File: config.mk
export PLATFORM = sky130hd
export DESIGN_NAME = serial_adder_ctrl
export DESIGN_NICKNAME = d
export VERILOG_FILES = /design/src/rtl/serial_adder_ctrl_pkg.sv /design/src/rtl/serial_adder_ctrl_cell.sv /design/src/rtl/serial_adder_ctrl.sv
export SDC_FILE = /design/constraint.sdc
export NUM_CORES = 1
export LEC_CHECK = 0
export ABC_AREA = 1
export CORE_MARGIN = 1
export CORE_UTILIZATION = 60
export DETAILED_ROUTE_END_ITERATION = 8
export DONT_BUFFER_PORTS = 1
export HOLD_SLACK_MARGIN = 0.12
export PLACE_DENSITY_LB_ADDON = 0.3
export SLEW_MARGIN = 15
export SYNTH_ARGS = -nofsm -noshare
export SYNTH_HDL_FRONTEND = slang
export SYNTH_SLANG_ARGS = --single-unit
File: constraint.sdc
create_clock -name clk -period 1.6 [get_ports clk]
set_clock_uncertainty 0.05 [all_clocks]
set_input_delay 0.48 -clock clk [delete_from_list [all_inputs] [get_ports clk]]
set_output_delay 0.48 -clock clk [all_outputs]
set_load 0.02 [all_outputs]
File: src/rtl/serial_adder_ctrl_pkg.sv
// Shared definitions for the bit-serial adder stage: controller state
// encoding and the default operand width.
package serial_adder_ctrl_pkg;

  localparam int DEFAULT_WIDTH = 8;

  typedef enum logic [1:0] {
    ST_IDLE  = 2'd0,
    ST_SHIFT = 2'd1,
    ST_DONE  = 2'd2
  } state_e;

endpackage

File: src/rtl/serial_adder_ctrl_cell.sv
// Single-bit full adder cell: the only arithmetic in the serial adder.
// Purely combinational; the carry is stored by the controller.
module bit_adder_cell (
  input  logic x,
  input  logic y,
  input  logic ci,
  output logic s,
  output logic co
);

  assign s  = x ^ y ^ ci;
  assign co = (x & y) | (x & ci) | (y & ci);

endmodule

File: src/rtl/serial_adder_ctrl.sv
// Bit-serial adder controller. Operands are captured on the accepting edge,
// fed LSB-first through one full-adder cell, and the sum is reassembled in
// an accumulator. The result registers update only on the edge into DONE,
// so the outputs never show a partially built word.
module serial_adder_ctrl
  import serial_adder_ctrl_pkg::*;
#(
  parameter int WIDTH = DEFAULT_WIDTH
) (
  input  logic             clk,
  input  logic             rst,
  input  logic             start,
  input  logic [WIDTH-1:0] a,
  input  logic [WIDTH-1:0] b,
  input  logic             c_in,
  output logic             busy,
  output logic             done,
  output logic [WIDTH-1:0] sum,
  output logic             c_out
);

  localparam int CNT_W = $clog2(WIDTH + 1);
  localparam logic [CNT_W-1:0] LAST_CNT = CNT_W'(WIDTH - 1);
  localparam logic [CNT_W-1:0] CNT_ONE  = CNT_W'(1);

  state_e             state_q;
  logic [WIDTH-1:0]   a_sr_q;
  logic [WIDTH-1:0]   b_sr_q;
  logic               cy_q;
  logic [CNT_W-1:0]   cnt_q;
  logic [WIDTH-1:0]   acc_q;
  logic [WIDTH-1:0]   sum_q;
  logic               c_out_q;

  logic               cell_s;
  logic               cell_co;
  logic [WIDTH-1:0]   acc_d;

  bit_adder_cell u_cell (
    .x  (a_sr_q[0]),
    .y  (b_sr_q[0]),
    .ci (cy_q),
    .s  (cell_s),
    .co (cell_co)
  );

  // New sum bit enters at the MSB; after WIDTH shifts bit 0 sits at the LSB.
  // Written as shift/or so it stays legal for WIDTH=1.
  assign acc_d = (acc_q >> 1) | (WIDTH'(cell_s) << (WIDTH - 1));

  // Controller: accept in IDLE, one bit per cycle in SHIFT, one-cycle DONE.
  always_ff @(posedge clk) begin
    if (rst) begin
      state_q <= ST_IDLE;
      a_sr_q  <= '0;
      b_sr_q  <= '0;
      cy_q    <= 1'b0;
      cnt_q   <= '0;
      acc_q   <= '0;
      sum_q   <= '0;
      c_out_q <= 1'b0;
    end else begin
      case (state_q)
        ST_IDLE: begin
          if (start) begin
            a_sr_q  <= a;
            b_sr_q  <= b;
            cy_q    <= c_in;
            cnt_q   <= '0;
            state_q <= ST_SHIFT;
          end
        end
        ST_SHIFT: begin
          a_sr_q <= a_sr_q >> 1;
          b_sr_q <= b_sr_q >> 1;
          cy_q   <= cell_co;
          acc_q  <= acc_d;
          cnt_q  <= cnt_q + CNT_ONE;
          if (cnt_q == LAST_CNT) begin
            sum_q   <= acc_d;
            c_out_q <= cell_co;
            state_q <= ST_DONE;
          end
        end
        ST_DONE: begin
          state_q <= ST_IDLE;
        end
        default: begin
          state_q <= ST_IDLE;
        end
      endcase
    end
  end

  assign busy  = (state_q != ST_IDLE);
  assign done  = (state_q == ST_DONE);
  assign sum   = sum_q;
  assign c_out = c_out_q;

endmodule

==> reports/summary.txt, run 1 <==
Half-perimeter wire length after placement: 2187 um
Overall Global Routing Usage: 24.52%
Width of the die: 55.53 um
Post-CTS setup buffer count: 0
Crit path DAT: 970 ps
Clock sink count: 39
Post-synthesis to final-layout area growth: 9.898%
Count of input and output buffers: 0
Hold Slack: 138.4 ps
Flip-flop cell with the highest count after synthesis: dfxtp_1
Portion of the post-synthesis area used by sequential elements: 45.41%
Fraction of registers with async set/reset: 0%
Max IR drop VDD: 1.056 mV
Max-capacitance violation count: 0
Slew at the pin closest to its max-slew limit: 300.7 ps
Setup Total Neg Slack: 0 ps
Normalized max-slew margin: 79.90%
Startpoint of the tightest hold check path: rst
Mapped Cells: 251
Post-DP Area: 0.001753 mm^2
Layout net count: 276
Min cycle time layout: 1499 ps
Hold Crit Depth: 1
TritonCTS clock tree: built
Routability congestion estimate from global placement: 0.7781
Height of the chip: 55.53 um
Maximum number of pins on one net before global-route repair: 25
Setup repair after global routing missed its margin: false
Core Region: 0.002734 mm^2
Final period utilization: 93.70%
Most repeated cell in the gate-level netlist after synthesis: nand2_1
Clock latency of the later-clocked register in the worst-skew pair: 350 ps
Syn_nets: 273
Global-route wire length before repair: 5871 um
Routed wire length per instance: 11.49 um
Crit path capture type: output pin
Clock buffer depth: 2
Post-route cell area: 0.001889 mm^2
Antenna diodes: 0
Multi-input gate area in the final layout: 787.0 um^2
Number of vias after detailed routing: 1486
Startpoint of the most critical register-to-register path: state_q[0]
Clock transition at the register clock pins on the worst setup and hold paths after CTS: 110 ps
Static leakage: 0.0008570 uW
Required @ worst endpoint: 1070 ps
Hold violation count in the final report: 0
Total Die Area: 0.003084 mm^2
Most instantiated cells after synthesis: nand2_1, nor2_1, dfxtp_1
Residual overflow from global routing: 0
Cell accounting for the most synthesized area: dfxtp_1
Via density: 5.196
Number of warning messages in the yosys log: 0
FF-to-FF setup slack: 260 ps
Number of synthesized flops with an enable pin: 0
DRC viols: 0
Post-synthesis instance area: 0.001719 mm^2
Vias in the first global route: 1369
Seq. cell area: 783.3 um^2
R2r endpoint: cnt_q[3]
Post-synthesis area per instance: 6.849 um^2
Post-synthesis cell type count: 20
I/O Pins: 31
Achievable frequency: 0.6670 GHz
Starting density of the core: 62.88%
Site row count: 19
WS Path Type: reg -> out
Ratio of cells with drive above 1 in the final layout: 9.020%
Power per unit of standard cell area: 1093 mW/mm^2
Run status: finished, final reports clean
Number of filler cells placed in the layout: 235
Leading post-synthesis cells by cell area: dfxtp_1, nand2_1, nand3_1
Number of cells on the worst reg-to-reg path: 7
H-tree depth reported by CTS: 2
Final routed wirelength across all metal layers: 3286 um
Cell at the root of the clock tree: clkbuf_4
ANT nets after route: 0
Startpoint types: register
HP Class: in -> reg
Count of endpoints failing setup in the final report: 0
Area share of the largest cell type after synthesis: 45.41%
First drt pass iteration count: 4
Detailed Route Iter0 Violations: 44
Top fanout value on the critical path: 4
Number of antenna violations at the first check in global routing: 0
Number of buffers created by CTS: 5
End point of the most critical hold path: b_sr_q[5]
Count of pins over their slew limit: 0
Flop and latch count out of synthesis: 39
-- state kept, by name, indices dropped and copies added, names as in the netlist --
| name | count |
|---|---|
| b_sr_q | 8 |
| acc_q | 7 |
| cnt_q | 4 |
| a_sr_q | 8 |
| cy_q | 1 |
| state_q | 2 |
| sum | 8 |
| c_out | 1 |
-- through the flow --
step | util, % | setup WS, ps | total power, uW | instances
finish | 69.11 | 100.9 | 2065 | 286
global route | 69.11 | 43.95 | 2155 | 286
global placement | 64.12 | 270.0 | 1273 | 276
floorplan | - | 165.0 | 1238 | 251
CTS | 68.51 | 23.88 | 2077 | 285
detailed placement | 64.12 | 219.2 | 1277 | 276
-- worst max path at each step --
| stage | from | end | slack [ps] | cells past startpoint |
|---|---|---|---|---|
| 3_3_place_gp | state_q[0] | cnt_q[3] | 270 | 6 |
| 5_1_grt | state_q[0] | busy | 40 | 2 |
| 4_1_cts | state_q[1] | done | 20 | 2 |
| 2_1_floorplan | state_q[1] | busy | 160 | 3 |
| 6_report | state_q[0] | busy | 100 | 2 |
| 3_5_place_dp | cnt_q[0] | c_out | 220 | 5 |
-- worst max-delay path, stage by stage (launching register included) --
cell     delay (ps)
dfxtp_2         420
nor2_2           50
inv_1           150
-- what timing repair did --
action,in CTS,in global routing
gates resized for setup,3,2
hold buffers,1,1
endpoints found under the hold margin,4,1
setup endpoints to repair,1,3
-- power by group --
part / leakage, uW / switching (uW) / internal [uW]
clock network: 0.0000525 / 315 / 488
registers: 0.000319 / 25.1 / 1020
logic: 0.000485 / 138 / 81.0
-- cells in the final DEF (no fill, tap or decap), types with 3 or more instances in the layout --
cell type  netlist  routed
nor2_1          42      41
buf_4            2       5
inv_1           25      25
o21ai_0          9       9
nand3_1         37      37
clkbuf_4         0       5
nor2_4           1       3
dfxtp_1         39      37
a21oi_1         12      12
nand2_1         63      63
-- cell type report --
cell class	count	share of cell area (%)
sequential	39	41.46
tap	31	2.053
inverter	27	5.364
clock inverter	2	3.179
multi-input combinational	173	41.66
clock buffer	6	2.185
timing repair buffer	8	4.106
-- kinds of logic after synthesis --
family	synth area share (%)
AO/OA/AOI/OAI	6.404
flip-flops	45.41
adder cells (fa/ha/maj)	1.892
AND/OR/NAND/NOR	36.75
buffers and inverters	9.534
-- metal layers --
metal | part of all wire [%] | global-route usage [%] | up-vias
met4 | 3.7 | 18.21 | 0
met2 | 47 | 38.73 | 29
met5 | 0 | 0 | -
li1 | - | - | 788
met1 | 46 | 29.09 | 656
met3 | 3.4 | 5.386 | 13
Note: power is estimated with default switching activity, not from simulation.
==> run 2, diff against run 1 <==
--- a/config.mk
+++ b/config.mk
@@ -5,9 +5,8 @@
 export SDC_FILE = /design/constraint.sdc
 export NUM_CORES = 1
 export LEC_CHECK = 0
-export ABC_AREA = 1
 export CORE_MARGIN = 1
-export CORE_UTILIZATION = 60
+export CORE_UTILIZATION = 30
 export DETAILED_ROUTE_END_ITERATION = 8
 export DONT_BUFFER_PORTS = 1
 export HOLD_SLACK_MARGIN = 0.12
==> run 2 against run 1 <==
Compared with the run above:
- wire length is 2.6% higher
- clock power is 21% lower
- sequential cell count stayed put
- die area is 90% higher
- maximum frequency is 2.0% lower
- count of clock-buffer cells in the layout is 1 lower
- synthesized cell count is 25% lower
==> reports/summary.txt, run 2 <==
Run status: finished, final reports clean (unchanged)
Most repeated cell in the gate-level netlist after synthesis: dfxtp_1 (was nand2_1)
Post-Synth XOR/XNOR Area: 0% (unchanged)
Final routed wirelength across all metal layers: 3370 um (was 3286 um)
Clock buffer depth: 2 (unchanged)
Hold-fix buffer count after cts: 0 (was 1)
Clock sink count: 39 (unchanged)
Starting density of the core: 31.75% (was 62.88%)
Max-capacitance violation count: 0 (unchanged)
Via density: 4.884 (was 5.196)
Flop and latch count out of synthesis: 39 (unchanged)
Routed wire length per instance: 13.01 um (was 11.49 um)
Slew at the pin closest to its max-slew limit: 448.2 ps (was 300.7 ps)
Min cycle time layout: 1529 ps (was 1499 ps)
Hold Slack: 208.7 ps (was 138.4 ps)
Startpoint types: register (unchanged)
Proportion of synthesized area in mux cells: 0.6020% (was 0%)
Site row count: 26 (was 19)
Layout net count: 210 (was 276)
Sw Ratio: 24.80% (was 23.15%)
Power per unit of standard cell area: 1006 mW/mm^2 (was 1093 mW/mm^2)
Crit path capture type: output pin (unchanged)
Number of buffers created by CTS: 5 (unchanged)
Mapped Cells: 188 (was 251)
Count of input and output buffers: 0 (unchanged)
Count of endpoints failing setup in the final report: 0 (unchanged)
Commonest non-fill, non-tap cells in the layout: dfxtp_1, nor2_1, nand2_1 (was nand2_1, nor2_1, nand3_1, dfxtp_1, inv_1)
Hold violation count in the final report: 0 (unchanged)
Total Die Area: 0.005845 mm^2 (was 0.003084 mm^2)
Adder-cell area share of the yosys netlist: 1.956% (was 1.892%)
Commonest non-fill, non-tap cell in the layout: dfxtp_1 (was nand2_1)
Syn_nets: 210 (was 273)
Fraction of registers with async set/reset: 0% (unchanged)
Height of the chip: 76.45 um (was 55.53 um)
Post-DP Area: 0.001748 mm^2 (was 0.001753 mm^2)
I/O Pins: 31 (unchanged)
First drt pass iteration count: 4 (unchanged)
Setup Total Neg Slack: 0 ps (unchanged)
Width of the die: 76.45 um (was 55.53 um)
Post-synthesis area per instance: 8.845 um^2 (was 6.849 um^2)
Number of synthesized flops with an enable pin: 0 (unchanged)
Final period utilization: 95.58% (was 93.70%)
Max IR drop VDD: 0.5775 mV (was 1.056 mV)
Residual overflow from global routing: 0 (unchanged)
DRC viols: 0 (unchanged)
ANT nets after route: 0 (unchanged)
Top fanout value on the critical path: 7 (was 4)
Hold Crit Depth: 1 (unchanged)
Static leakage: 0.0006557 uW (was 0.0008570 uW)
Post-synthesis to final-layout area growth: 10.61% (was 9.898%)
Count of pins over their slew limit: 0 (unchanged)
Normalized max-slew margin: 70.08% (was 79.90%)
Detailed Route Iter0 Violations: 85 (was 44)
Number of vias after detailed routing: 1265 (was 1486)
Setup repair after global routing missed its margin: false (unchanged)
Core Region: 0.005238 mm^2 (was 0.002734 mm^2)
TritonCTS clock tree: built (unchanged)
WS Path Type: reg -> out (unchanged)
Global-route wire length before repair: 5671 um (was 5871 um)
H-tree depth reported by CTS: 2 (unchanged)
Maximum number of pins on one net before global-route repair: 40 (was 25)
Post-route cell area: 0.001839 mm^2 (was 0.001889 mm^2)
Area fraction in compound gates after synthesis: 27.92% (was 6.405%)
Post-CTS setup buffer count: 0 (unchanged)
Cell at the root of the clock tree: clkbuf_8 (was clkbuf_4)
Simple-gate portion of the synthesized area: 15.73% (was 36.75%)
Number of antenna violations at the first check in global routing: 0 (unchanged)
Ratio of cells with drive above 1 in the final layout: 16.40% (was 9.020%)
HP Class: in -> reg (unchanged)
Antenna diodes: 0 (unchanged)
Post-synthesis cell type count: 29 (was 20)
Cell accounting for the most synthesized area: dfxtp_1 (unchanged)
Crit path DAT: 1000 ps (was 970 ps)
Vias in the first global route: 1189 (was 1369)
Achievable frequency: 0.6539 GHz (was 0.6670 GHz)
Clock share of power: 34.4% (was 38.9%)
Share of power burned in combinational logic: 9.2% (was 10.6%)
Number of warning messages in the yosys log: 0 (unchanged)
Post-synthesis instance area: 0.001663 mm^2 (was 0.001719 mm^2)
Flip-flop cell with the highest count after synthesis: dfxtp_1 (unchanged)
Area share of the largest cell type after synthesis: 46.95% (was 45.41%)
Portion of the post-synthesis area used by sequential elements: 46.95% (was 45.41%)
Leading post-synthesis cells by cell area: dfxtp_1, a211oi_1, nor2_1 (was dfxtp_1, nand2_1, nand3_1)
Power share of the sequential group: 56.5% (was 50.5%)
Clock transition at the register clock pins on the worst setup and hold paths after CTS: 80 ps (was 110 ps)
Overall Global Routing Usage: 12.08% (was 24.52%)
Combinational family with the most area after synthesis: compound AO/OA/AOI/OAI gates (was simple AND/OR/NAND/NOR gates)
Routability congestion estimate from global placement: 0.7323 (was 0.7781)
Final standard cell utilization of the core: 35.12% (was 69.11%)
Cell-internal power: 1391 uW (was 1587 uW)
Clock latency of the later-clocked register in the worst-skew pair: 280 ps (was 350 ps)
Most instantiated cells after synthesis: dfxtp_1, nor2_1, nand2_1 (was nand2_1, nor2_1, dfxtp_1)
Switch Pwr: 458.9 uW (was 478.2 uW)
Half-perimeter wire length after placement: 2186 um (was 2187 um)
Number of cells on the worst reg-to-reg path: 5 (was 7)
Required @ worst endpoint: 1070 ps (about the same)
run 2: cell types whose count changed after synthesis, sizes merged, moves of 2 or more:
cell / change
a32oi: +2
buf: +2
inv: -24
o2bb2ai: +5
a21oi: +5
nand2b: +2
nand2: -45
a211oi: +16
a21bo: +9
o21ai: -10
clkbuf: +3
nor2: -18
o22ai: +10
nand3: -27
run 2: worst max-delay path, cell delays in order, from the launching register on:
cell	delay, ps
dfxtp_4	390
inv_1	60
nor2_1	120
buf_4	150
run 2: final cells by class:
class | count | area [um^2]
Fill cell | 540 | 3398
Sequential cell | 39 | 785.8
Multi-Input combinational cell | 129 | 770.7
Timing Repair Buffer | 10 | 100.1
Tap cell | 70 | 87.58
Clock buffer | 5 | 68.82
Clock inverter | 3 | 15.01
Inverter | 3 | 11.26
run 2: kinds of logic after synthesis:
group           count (synthesis)
buf+inv                        20
compound gates                 64
mux                             1
fa+ha+maj                       2
simple gates                   62
flops                          39
run 2: path summary, 6_finish.rpt:
kind,from,to,slack [ps]
worst max-delay path,state_q[1],done,70
worst min-delay path,rst,a_sr_q[2],210
worst min register to register,acc_q[1],acc_q[1],410
worst max register to register,cnt_q[0],sum[5],250
run 2: metrics by stage:
stage / total power (uW) / setup WS [ps] / std cells
after floorplan: 1217 / 56.06 / 188
after global placement: 1239 / 272.2 / 251
after detailed placement: 1240 / 201.1 / 251
after CTS: 1879 / 31.25 / 259
after global routing: 1944 / 5.373 / 259
final: 1850 / 70.65 / 259
run 2: per-layer routing:
metal	part of all wire, %	global-route usage, %	up-vias
met4	1.3	5.192	0
met2	42	17.66	25
met3	5.3	4.311	4
met5	0	0	-
li1	-	-	669
met1	52	15.92	567
run 2: repair_timing:
action	4_1_cts	5_1_grt
hold endpoints to repair	0	0
gates resized for setup	2	2
cloned	0	0
setup endpoints to repair	2	2
run 2: power by group through the flow:
stage | clock network [uW] | logic [uW] | registers (uW)
2_1_floorplan | 0 | 159 | 1060
3_3_place_gp | 0 | 171 | 1070
3_5_place_dp | 0 | 172 | 1070
4_1_cts | 661 | 172 | 1050
5_1_grt | 702 | 191 | 1050
6_report | 636 | 170 | 1040
